### config.mk
export PLATFORM = sky130hd
export DESIGN_NAME = gpo_seg_display
export DESIGN_NICKNAME = d
export VERILOG_FILES = /design/src/rtl/seg_pkg.sv /design/src/rtl/hex_to_7seg.sv /design/src/rtl/gpo_seg_display.sv
export SDC_FILE = /design/constraint.sdc
export NUM_CORES = 1
export LEC_CHECK = 0
export CAP_MARGIN = 20
export CELL_PAD_IN_SITES_DETAIL_PLACEMENT = 1
export CELL_PAD_IN_SITES_GLOBAL_PLACEMENT = 2
export CORE_MARGIN = 2
export CORE_UTILIZATION = 38
export DETAILED_ROUTE_END_ITERATION = 8
export PLACE_DENSITY = 0.85
export SETUP_SLACK_MARGIN = 0.2
export SYNTH_ARGS = -nofsm -noshare
export SYNTH_HDL_FRONTEND = slang
export SYNTH_HIERARCHICAL = 1
export SYNTH_SLANG_ARGS = --single-unit
### constraint.sdc
create_clock -name clk -period 5.4 [get_ports clk]
set_input_delay 0.54 -clock clk [delete_from_list [all_inputs] [get_ports clk]]
set_output_delay 0.54 -clock clk [all_outputs]
set_load 0.01 [all_outputs]
### src/rtl/seg_pkg.sv
// Shared definitions for the GPO seven-segment display: active-low font,
// special glyphs and the decimal-conversion FSM states.
package seg_pkg;

    localparam logic [6:0] SEG_HEX_0 = 7'h40;
    localparam logic [6:0] SEG_HEX_1 = 7'h79;
    localparam logic [6:0] SEG_HEX_2 = 7'h24;
    localparam logic [6:0] SEG_HEX_3 = 7'h30;
    localparam logic [6:0] SEG_HEX_4 = 7'h19;
    localparam logic [6:0] SEG_HEX_5 = 7'h12;
    localparam logic [6:0] SEG_HEX_6 = 7'h02;
    localparam logic [6:0] SEG_HEX_7 = 7'h78;
    localparam logic [6:0] SEG_HEX_8 = 7'h00;
    localparam logic [6:0] SEG_HEX_9 = 7'h10;
    localparam logic [6:0] SEG_HEX_A = 7'h08;
    localparam logic [6:0] SEG_HEX_B = 7'h03;
    localparam logic [6:0] SEG_HEX_C = 7'h46;
    localparam logic [6:0] SEG_HEX_D = 7'h21;
    localparam logic [6:0] SEG_HEX_E = 7'h06;
    localparam logic [6:0] SEG_HEX_F = 7'h0E;

    localparam logic [6:0] SEG_BLANK = 7'h7F;
    localparam logic [6:0] SEG_DASH  = 7'b0111111;

    localparam logic [31:0] MAX_DEC = 32'd99_999_999;

    typedef enum logic [1:0] {
        IDLE,
        SHIFT,
        DONE
    } state_t;

endpackage

### src/rtl/hex_to_7seg.sv
// Combinational nibble-to-segment decoder; active-low, seg[0] is segment a.
module hex_to_7seg
    import seg_pkg::*;
(
    input  logic [3:0] nibble,
    output logic [6:0] seg
);

    always_comb begin
        seg = SEG_BLANK;
        case (nibble)
            4'h0: seg = SEG_HEX_0;
            4'h1: seg = SEG_HEX_1;
            4'h2: seg = SEG_HEX_2;
            4'h3: seg = SEG_HEX_3;
            4'h4: seg = SEG_HEX_4;
            4'h5: seg = SEG_HEX_5;
            4'h6: seg = SEG_HEX_6;
            4'h7: seg = SEG_HEX_7;
            4'h8: seg = SEG_HEX_8;
            4'h9: seg = SEG_HEX_9;
            4'hA: seg = SEG_HEX_A;
            4'hB: seg = SEG_HEX_B;
            4'hC: seg = SEG_HEX_C;
            4'hD: seg = SEG_HEX_D;
            4'hE: seg = SEG_HEX_E;
            4'hF: seg = SEG_HEX_F;
            default: seg = SEG_BLANK;
        endcase
    end

endmodule

### src/rtl/gpo_seg_display.sv
// Shows a 32-bit GPO word on an 8-digit multiplexed display, in hex or in
// decimal via a sequential double-dabble; digits update atomically.
module gpo_seg_display
    import seg_pkg::*;
#(
    parameter int unsigned REFRESH_DIV = 100000
) (
    input  logic        clk,
    input  logic        rst,
    input  logic [31:0] val,
    input  logic        dec,
    output logic [7:0]  an,
    output logic [6:0]  seg,
    output logic        busy,
    output logic [31:0] disp_word,
    output logic [7:0]  blank
);

    localparam int unsigned CW = $clog2(REFRESH_DIV);

    state_t        state, state_nxt;
    logic [31:0]   val_q;
    logic          dec_q;
    logic [39:0]   bcd, bcd_adj;
    logic [31:0]   sr;
    logic [5:0]    cnt;
    logic          ovf;
    logic          start;
    logic [7:0]    lead_blank;
    logic          zero_run;
    logic [CW-1:0] ref_cnt;
    logic [2:0]    idx;
    logic [3:0]    nib;
    logic [6:0]    font;

    assign start = (state == IDLE) && ({val, dec} != {val_q, dec_q});
    assign busy  = (state != IDLE);
    assign nib   = disp_word[{idx, 2'b00} +: 4];

    hex_to_7seg u_font (
        .nibble (nib),
        .seg    (font)
    );

    always_comb begin
        state_nxt = state;
        case (state)
            IDLE:    if (start && dec) state_nxt = SHIFT;
            SHIFT:   if (cnt == 6'd31) state_nxt = DONE;
            DONE:    state_nxt = IDLE;
            default: state_nxt = IDLE;
        endcase
    end

    always_comb begin
        bcd_adj = bcd;
        for (int unsigned i = 0; i < 10; i++) begin
            if (bcd[4*i +: 4] >= 4'd5) bcd_adj[4*i +: 4] = bcd[4*i +: 4] + 4'd3;
        end
    end

    // Digit 0 is never blanked, so the scan stops at digit 1.
    always_comb begin
        lead_blank = '0;
        zero_run   = 1'b1;
        for (int unsigned i = 7; i >= 1; i--) begin
            zero_run      = zero_run && (bcd[4*i +: 4] == 4'd0);
            lead_blank[i] = zero_run;
        end
    end

    always_ff @(posedge clk) begin
        if (rst) state <= IDLE;
        else     state <= state_nxt;
    end

    always_ff @(posedge clk) begin
        if (rst) begin
            val_q     <= '0;
            dec_q     <= 1'b0;
            bcd       <= '0;
            sr        <= '0;
            cnt       <= '0;
            disp_word <= '0;
            blank     <= '0;
            ovf       <= 1'b0;
        end else begin
            case (state)
                IDLE: begin
                    if (start) begin
                        val_q <= val;
                        dec_q <= dec;
                        if (!dec) begin
                            disp_word <= val;
                            blank     <= '0;
                            ovf       <= 1'b0;
                        end else begin
                            bcd <= '0;
                            sr  <= val;
                            cnt <= '0;
                        end
                    end
                end
                SHIFT: begin
                    {bcd, sr} <= {bcd_adj, sr} << 1;
                    cnt       <= cnt + 6'd1;
                end
                DONE: begin
                    if (val_q > MAX_DEC) begin
                        disp_word <= '1;
                        blank     <= '0;
                        ovf       <= 1'b1;
                    end else begin
                        disp_word <= bcd[31:0];
                        blank     <= lead_blank;
                        ovf       <= 1'b0;
                    end
                end
                default: ;
            endcase
        end
    end

    always_ff @(posedge clk) begin
        if (rst) begin
            ref_cnt <= '0;
            idx     <= '0;
            an      <= '1;
            seg     <= SEG_BLANK;
        end else begin
            an <= ~(8'b1 << idx);
            if (ovf)             seg <= SEG_DASH;
            else if (blank[idx]) seg <= SEG_BLANK;
            else                 seg <= font;
            if (ref_cnt == CW'(REFRESH_DIV - 1)) begin
                ref_cnt <= '0;
                idx     <= idx + 3'd1;
            end else begin
                ref_cnt <= ref_cnt + 1'b1;
            end
        end
    end

endmodule

==> flow_metrics.tcl, run 1 <==
set metrics [dict create \
    worst_slew_margin_pct 26.1 \
    route.detailed.vias_per_inst 5.69 \
    pin_count 91 \
    post-dp-hpwl_um 20600 \
    postLayoutCoreUtil_pct 45.9 \
    timing.critical_path.arrival_ps 3560 \
    synth_commonest_cells "sky130_fd_sc_hd__dfxtp_1, sky130_fd_sc_hd__nor2_1, sky130_fd_sc_hd__a21oi_1" \
    fin_nets 1176 \
    final_hold_viol_count 0 \
    gp_congestion 0.854 \
    crit_type "primary input to flop" \
    drive_above_1_share_pct 9.41 \
    number_of_rows_created_at_floorplan 56 \
    synth_top_cell_area_share_pct 39.3 \
    grt_util_all_layers_pct 23.4 \
    grt.overflow.total 0 \
    worst_clock_skew_ps 11.1 \
    drt-wirelength-per-cell_um 20.5 \
    switching_power_uw 904 \
    clkPwrFrac_pct 41.6 \
    final-max-slew-violation-count 0 \
    chipHeight_um 159 \
    fp.dieW_um 159 \
    powerDensity_mw_per_mm2 295 \
    yosysSeqAreaShare_pct 39.3 \
    reg2reg_setup_slack_ps 2400 \
    leakage_nw 3.95 \
    layout.area.seq_sq_mm 0.00360 \
    worst-path-max-fanout 19 \
    cts_buffers 17 \
    post_synthesis_cell_type_count 64 \
    hold-worst-slack_ps 447 \
    cts.reportedPaths.clkPinSlew_ps 80 \
    final-setup-viol-count 0 \
    stdcell_count 1435 \
    clock_insertion_delay_worst_skew_ps 440 \
    final.fill_count 2752 \
    hold_path.class "flop to flop" \
    r2r_start "idx[1]$_SDFFE_PP0P_" \
    area_of_the_multi_input_gates_sq_mm 0.00506 \
    post_cts_buffers 0 \
    drt_drc_violations_left 0 \
    async_flop_share_pct 0 \
    maximum_buffer_depth_of_the_clock_tree 2 \
    synth_top_cell_by_area "sky130_fd_sc_hd__dfxtp_1" \
    post-synth-top-count-cell "sky130_fd_sc_hd__dfxtp_1" \
    number_of_cells_after_detailed_placement 1403 \
    drt.antenna.violating_nets 0 \
    crit_slowest_cell "sky130_fd_sc_hd__a211oi_4" \
    internal-power_mw 2.28 \
    resized_gates_after_cts 0 \
    max_slew.worst_pin.slew_ps 1100 \
    area_growth_syn_to_layout_pct 17.9 \
    endpoint_kind "flop" \
    timing.hold.worst.start "ref_cnt[0]$_SDFF_PP0_" \
    fin_area_sq_mm 0.0108 \
    rsz0062_at_grt "no" \
    dpl_cell_area_sq_mm 0.0102 \
    critPathLaunchType "primary input" \
    syn-instance-count 1058 \
    vias_in_the_first_global_route 8205 \
    starting_density_of_the_core_pct 38.9 \
    routed-via-count 8162 \
    maxClockFrequency_mhz 314 \
    cp_slowest_stage_delay_ps 870 \
    syn-num-nets 1131 \
    tns_ps 0 \
    wire_length_of_the_first_global_routing_pass_um 47000 \
    run_status "finished clean" \
    port_buffers 89 \
    timing.final.crit_period_ps 3190 \
    number_of_enable_flip_flop_cells_after_synthesis 0 \
    maximum_number_of_pins_on_one_net_before_global_route_repair 55 \
    postSynthAreaPerCell_sq_um 8.66 \
    antenna_cells_inserted 0 \
    crit_path_cell_trace "clkdlybuf4s50_1 > xnor2_1 > nand4_1 > nor4_2 > nand4_2 > a211oi_4 > a22o_1" \
    drt-pass1-iter-count 5 \
    floorplan.core_area_sq_mm 0.0235 \
    yosys-top-cells-area "sky130_fd_sc_hd__dfxtp_1, sky130_fd_sc_hd__ha_1, sky130_fd_sc_hd__a21oi_1, sky130_fd_sc_hd__nor2_1, sky130_fd_sc_hd__o21ai_0" \
    ys_dominant_reg_cell "sky130_fd_sc_hd__dfxtp_1" \
    worst_ep_required_time_ps 5780 \
    vdd_drop_max_v 0.000156 \
    synth_seq_cells 180 \
    power.share.sequential_pct 45.5 \
    grt_antenna_before_repair 0 \
    die_area_sq_mm 0.0254 \
    tritoncts "built" \
    worstHoldPathCells 1 \
    number_of_cells_on_the_worst_reg_to_reg_path 8 \
    cap_violations 0 \
    cts-root-buf "sky130_fd_sc_hd__clkbuf_16" \
    syn_area_sq_mm 0.00916 \
    cts-hold-fix-buffers 0 \
    cts-htree-levels 4 \
    netSwitchingFraction_pct 28.4 \
    worstReg2RegEnd "seg[3]$_SDFF_PP1_" \
    hold-path-endpoint "ref_cnt[0]$_SDFF_PP0_" \
    post-route-period-util_pct 59.1 \
    totalWireLength_um 29400 \
    cts.sinks 180 \
    power.combinational.fraction_pct 13.0 \
    dr.first_iter.drc_count 574 \
    synth.yosys.warnings 6 \
]
==> power groups by stage <==
stage / Clock [mW] / Sequential (mW) / Combinational [mW]
floorplan: 0 / 1.47 / 0.242
detailed placement: 0 / 1.48 / 0.414
finish: 1.32 / 1.45 / 0.412
global route: 1.39 / 1.46 / 0.454
global placement: 0 / 1.48 / 0.406
CTS: 1.35 / 1.45 / 0.416
==> registers in the layout (all words and copies together), names as in the netlist <==
signal and cells:
sr 32, val_q 32, dec_q 1, ref_cnt 17, state 2, idx 3, seg 7, bcd 32
cnt 6, an 8, disp_word 32, ovf 1, blank 7
==> metrics by stage <==
step	setup WS, ps	total power [mW]
6_report	2210	3.18
4_1_cts	2240	3.21
3_3_place_gp	1760	1.88
3_5_place_dp	1790	1.89
2_1_floorplan	2620	1.71
5_1_grt	2000	3.30
==> per-layer routing <==
| metal | vias up | wire length [um] | global-route usage (%) | share of wire [%] |
|---|---|---|---|---|
| met1 | 4040 | 13600 | 31.5 | 46 |
| met4 | 0 | 766 | 9.17 | 2.6 |
| li1 | 3907 | - | - | - |
| met3 | 32 | 1190 | 3.59 | 4.1 |
| met5 | - | 0 | 0 | 0 |
| met2 | 183 | 13800 | 37.8 | 47 |
==> worst max path at each step <==
stage	from	to	slack, ps
floorplan	idx[0]$_SDFFE_PP0P_	seg[3]$_SDFF_PP1_	2620
global placement	val[11]	bcd[29]$_SDFFE_PP0P_	1760
detailed placement	val[11]	bcd[13]$_SDFFE_PP0P_	1790
CTS	val[11]	bcd[13]$_SDFFE_PP0P_	2240
global route	val[11]	bcd[1]$_SDFFE_PP0P_	2000
finish	val[11]	bcd[13]$_SDFFE_PP0P_	2210
==> kinds of logic (layout without fill, tap and decap cells) <==
kind of cell / after synthesis / in the layout / share of synthesized area, %
AOI/OAI and AO/OA: 282 / 282 / 20.7
xor gates and xnor gates: 56 / 56 / 5.35
adders and majority gates: 38 / 38 / 5.19
buffers and inverters: 109 / 167 / 5.46
DFF: 180 / 180 / 39.3
muxes: 23 / 23 / 4.00
other: 1 / 1 / 0.0409
and+or+nand+nor: 369 / 369 / 19.9
==> critical path: cells and delay by family <==
family,cells,cell delay [ps]
compound gates,2,1150
simple gates,3,1000
buf+inv,1,680
xor+xnor,1,190
==> layout make-up <==
type	count	share of cell area (%)
Clock buffer	17	3.94
Clock inverter	15	1.74
Timing Repair Buffer	104	9.27
Inverter	31	1.08
Multi-Input combinational cell	769	46.9
Sequential cell	180	33.4
Tap cell	319	3.70
==> layout by cell type, fill, tap and decap left out, drive strengths merged, types with 4 or more instances in the layout <==
master / Yosys / routed
xor2: 11 / 11
o221a: 27 / 27
and4: 6 / 6
inv: 31 / 40
ha: 38 / 38
o211ai: 12 / 12
mux2i: 7 / 7
buf: 29 / 16
o221ai: 4 / 4
dfxtp: 180 / 180
a21o: 5 / 5
a211oi: 4 / 4
nor4: 14 / 14
nor2: 110 / 110
a21oi: 87 / 87
and3: 5 / 5
clkdlybuf4s50: 0 / 88
o32ai: 13 / 13
xnor2: 45 / 45
nor3: 32 / 32
nand3: 61 / 61
nand2b: 12 / 12
a22o: 15 / 15
mux4: 10 / 10
o22ai: 6 / 6
o21ai: 82 / 82
mux2: 6 / 6
clkbuf: 49 / 17
o2bb2ai: 7 / 7
o32a: 7 / 7
nand2: 70 / 70
nand4: 20 / 20
or3: 17 / 17
clkinv: 0 / 4
nor3b: 6 / 6
a31oi: 4 / 4
Power figures use the tool's default switching activity.
==> inputs of run 2 (changes only) <==
Settings changed: CORE_UTILIZATION 38 to 35, PLACE_DENSITY 0.85 to 0.79.
Clock period 5.4 ns to 3.19 ns, I/O delays scaled along.
==> run 2 against run 1 <==
Final cell count increased by 2.7%. Power increased by 75%. Die area increased by 8.3%. Clock power increased by 81%. Via count increased by 1.8%. Global-route usage decreased by 0.99 points. Clock skew increased by 3.1 ps. First-iteration DRC count decreased by 17%. Largest power group unchanged.
==> flow_metrics.tcl, run 2 (same netlist as run 1, synthesis figures left out) <==
set metrics [dict create \
    fp.dieW_um 166 \
    post-dp-hpwl_um 21500 \
    totalWireLength_um 30700 \
    cts.sinks 180 \
    routed-via-count 8312 \
    drt.antenna.violating_nets 0 \
    final-setup-viol-count 0 \
    final-max-slew-violation-count 0 \
    pin_count 91 \
    number_of_rows_created_at_floorplan 59 \
    leading_cell_type_in_the_layout_fill_and_taps_excluded "sky130_fd_sc_hd__dfxtp_1" \
    timing.critical_path.arrival_ps 3130 \
    cap_violations 0 \
    postLayoutCoreUtil_pct 42.6 \
    final_hold_viol_count 0 \
    groute.layer.met3.usage_pct 3.48 \
    layout.area.seq_sq_mm 0.00360 \
    total_power_mw 5.57 \
    wire_length_of_the_first_global_routing_pass_um 48800 \
    layout_common_cells "sky130_fd_sc_hd__dfxtp_1, sky130_fd_sc_hd__nor2_1, sky130_fd_sc_hd__clkdlybuf4s50_1, sky130_fd_sc_hd__a21oi_1, sky130_fd_sc_hd__o21ai_0" \
    grt_antenna_before_repair 0 \
    maximum_number_of_pins_on_one_net_before_global_route_repair 50 \
    timing.final.crit_period_ps 2810 \
    tns_ps 0 \
    antenna_cells_inserted 0 \
    leakage_nw 4.08 \
    max_slew.worst_pin.slew_ps 834 \
    dr.first_iter.drc_count 478 \
    route.detailed.vias_per_inst 5.64 \
    tritoncts "built" \
    worst_slew_margin_pct 44.2 \
    grt.overflow.total 0 \
    m2_gr_usage_pct 37.7 \
    cts-htree-levels 4 \
    starting_density_of_the_core_pct 35.4 \
    fin_nets 1199 \
    grtUsageMet1_pct 28.8 \
    die_area_sq_mm 0.0275 \
    worst-path-max-fanout 11 \
    powerDensity_mw_per_mm2 504 \
    drt-pass1-iter-count 5 \
    area_of_the_multi_input_gates_sq_mm 0.00507 \
    endpoint_kind "flop" \
    hold-worst-slack_ps 372 \
    fin_area_sq_mm 0.0110 \
    grt_util_all_layers_pct 22.4 \
    port_buffers 89 \
    area_growth_syn_to_layout_pct 20.6 \
    vias_in_the_first_global_route 8448 \
    post-route-period-util_pct 88.0 \
    final.fill_count 3031 \
    drt_drc_violations_left 0 \
    run_status "finished clean" \
    rsz0062_at_grt "no" \
    chipHeight_um 166 \
    hold_path.class "primary input to flop" \
    clock_insertion_delay_worst_skew_ps 450 \
    drive_above_1_share_pct 11.3 \
    worst_clock_skew_ps 14.2 \
    dpl_cell_area_sq_mm 0.0104 \
    crit_type "flop to flop" \
    cts_buffers 17 \
    gp_congestion 0.809 \
    floorplan.core_area_sq_mm 0.0259 \
    maximum_buffer_depth_of_the_clock_tree 2 \
    maxClockFrequency_mhz 356 \
    worst_ep_required_time_ps 3520 \
    cts.reportedPaths.clkPinSlew_ps 70 \
    post_cts_buffers 0 \
    layer_with_the_highest_usage_after_global_routing "met2" \
    drt-wirelength-per-cell_um 20.8 \
    vdd_drop_max_v 0.000360 \
    critPathLaunchType "flop" \
    reg2reg_setup_slack_ps 380 \
    cts-root-buf "sky130_fd_sc_hd__clkbuf_16" \
]
[run 2: cell types whose count changed in the layout (fill, tap and decap cells not counted), sizes merged]
cell and delta:
bufinv +3, clkinv +1, inv -5, buf +23, clkbuf +1
[run 2: metal layers]
metal	vias to the layer above	wire, um
met5	-	0
met4	0	933
met3	46	1160
met2	165	14800
met1	4132	13800
li1	3969	-
[run 2: critical path, stage by stage (launching register included)]
cell and delay, ps:
sky130_fd_sc_hd__dfxtp_1 680, sky130_fd_sc_hd__mux4_2 600, sky130_fd_sc_hd__nand2_1 90, sky130_fd_sc_hd__nand2_1 140
sky130_fd_sc_hd__inv_1 180, sky130_fd_sc_hd__ha_1 140, sky130_fd_sc_hd__inv_1 50, sky130_fd_sc_hd__mux4_1 460
sky130_fd_sc_hd__or3_1 350
[run 2: worst paths after layout]
path | end | start | cells after the start
min reg2reg | ref_cnt[0]$_SDFF_PP0_ | ref_cnt[0]$_SDFF_PP0_ | 1
min | ref_cnt[4]$_SDFF_PP0_ | rst | 2
max | seg[3]$_SDFF_PP1_ | idx[1]$_SDFFE_PP0P_ | 8
max reg2reg | seg[3]$_SDFF_PP1_ | idx[1]$_SDFFE_PP0P_ | 8
[run 2: layout make-up]
cell class / instances / share of cell area (%)
multi-input combinational: 769 / 45.9
sequential: 180 / 32.6
timing repair buffer: 127 / 10.7
clock buffer: 18 / 3.89
tap: 335 / 3.80
clock inverter: 14 / 2.01
inverter: 31 / 1.05
[run 2: per-stage QoR]
step,setup slack [ps],cells
final,384,1474
after global routing,208,1474
after CTS,304,1474
after detailed placement,312,1442
after global placement,330,1442
after floorplan,410,1058
[run 2: where the power goes]
part	leakage (nW)	switching [mW]	total, mW	internal [mW]
combinational	2.29	0.409	0.729	0.319
clock	0.320	0.983	2.39	1.40
sequential	1.48	0.0891	2.45	2.36
[run 2: timing repair]
item	CTS	global route
endpoints found under the setup margin	0	2
hold buffers	0	0
gates resized for setup	0	1
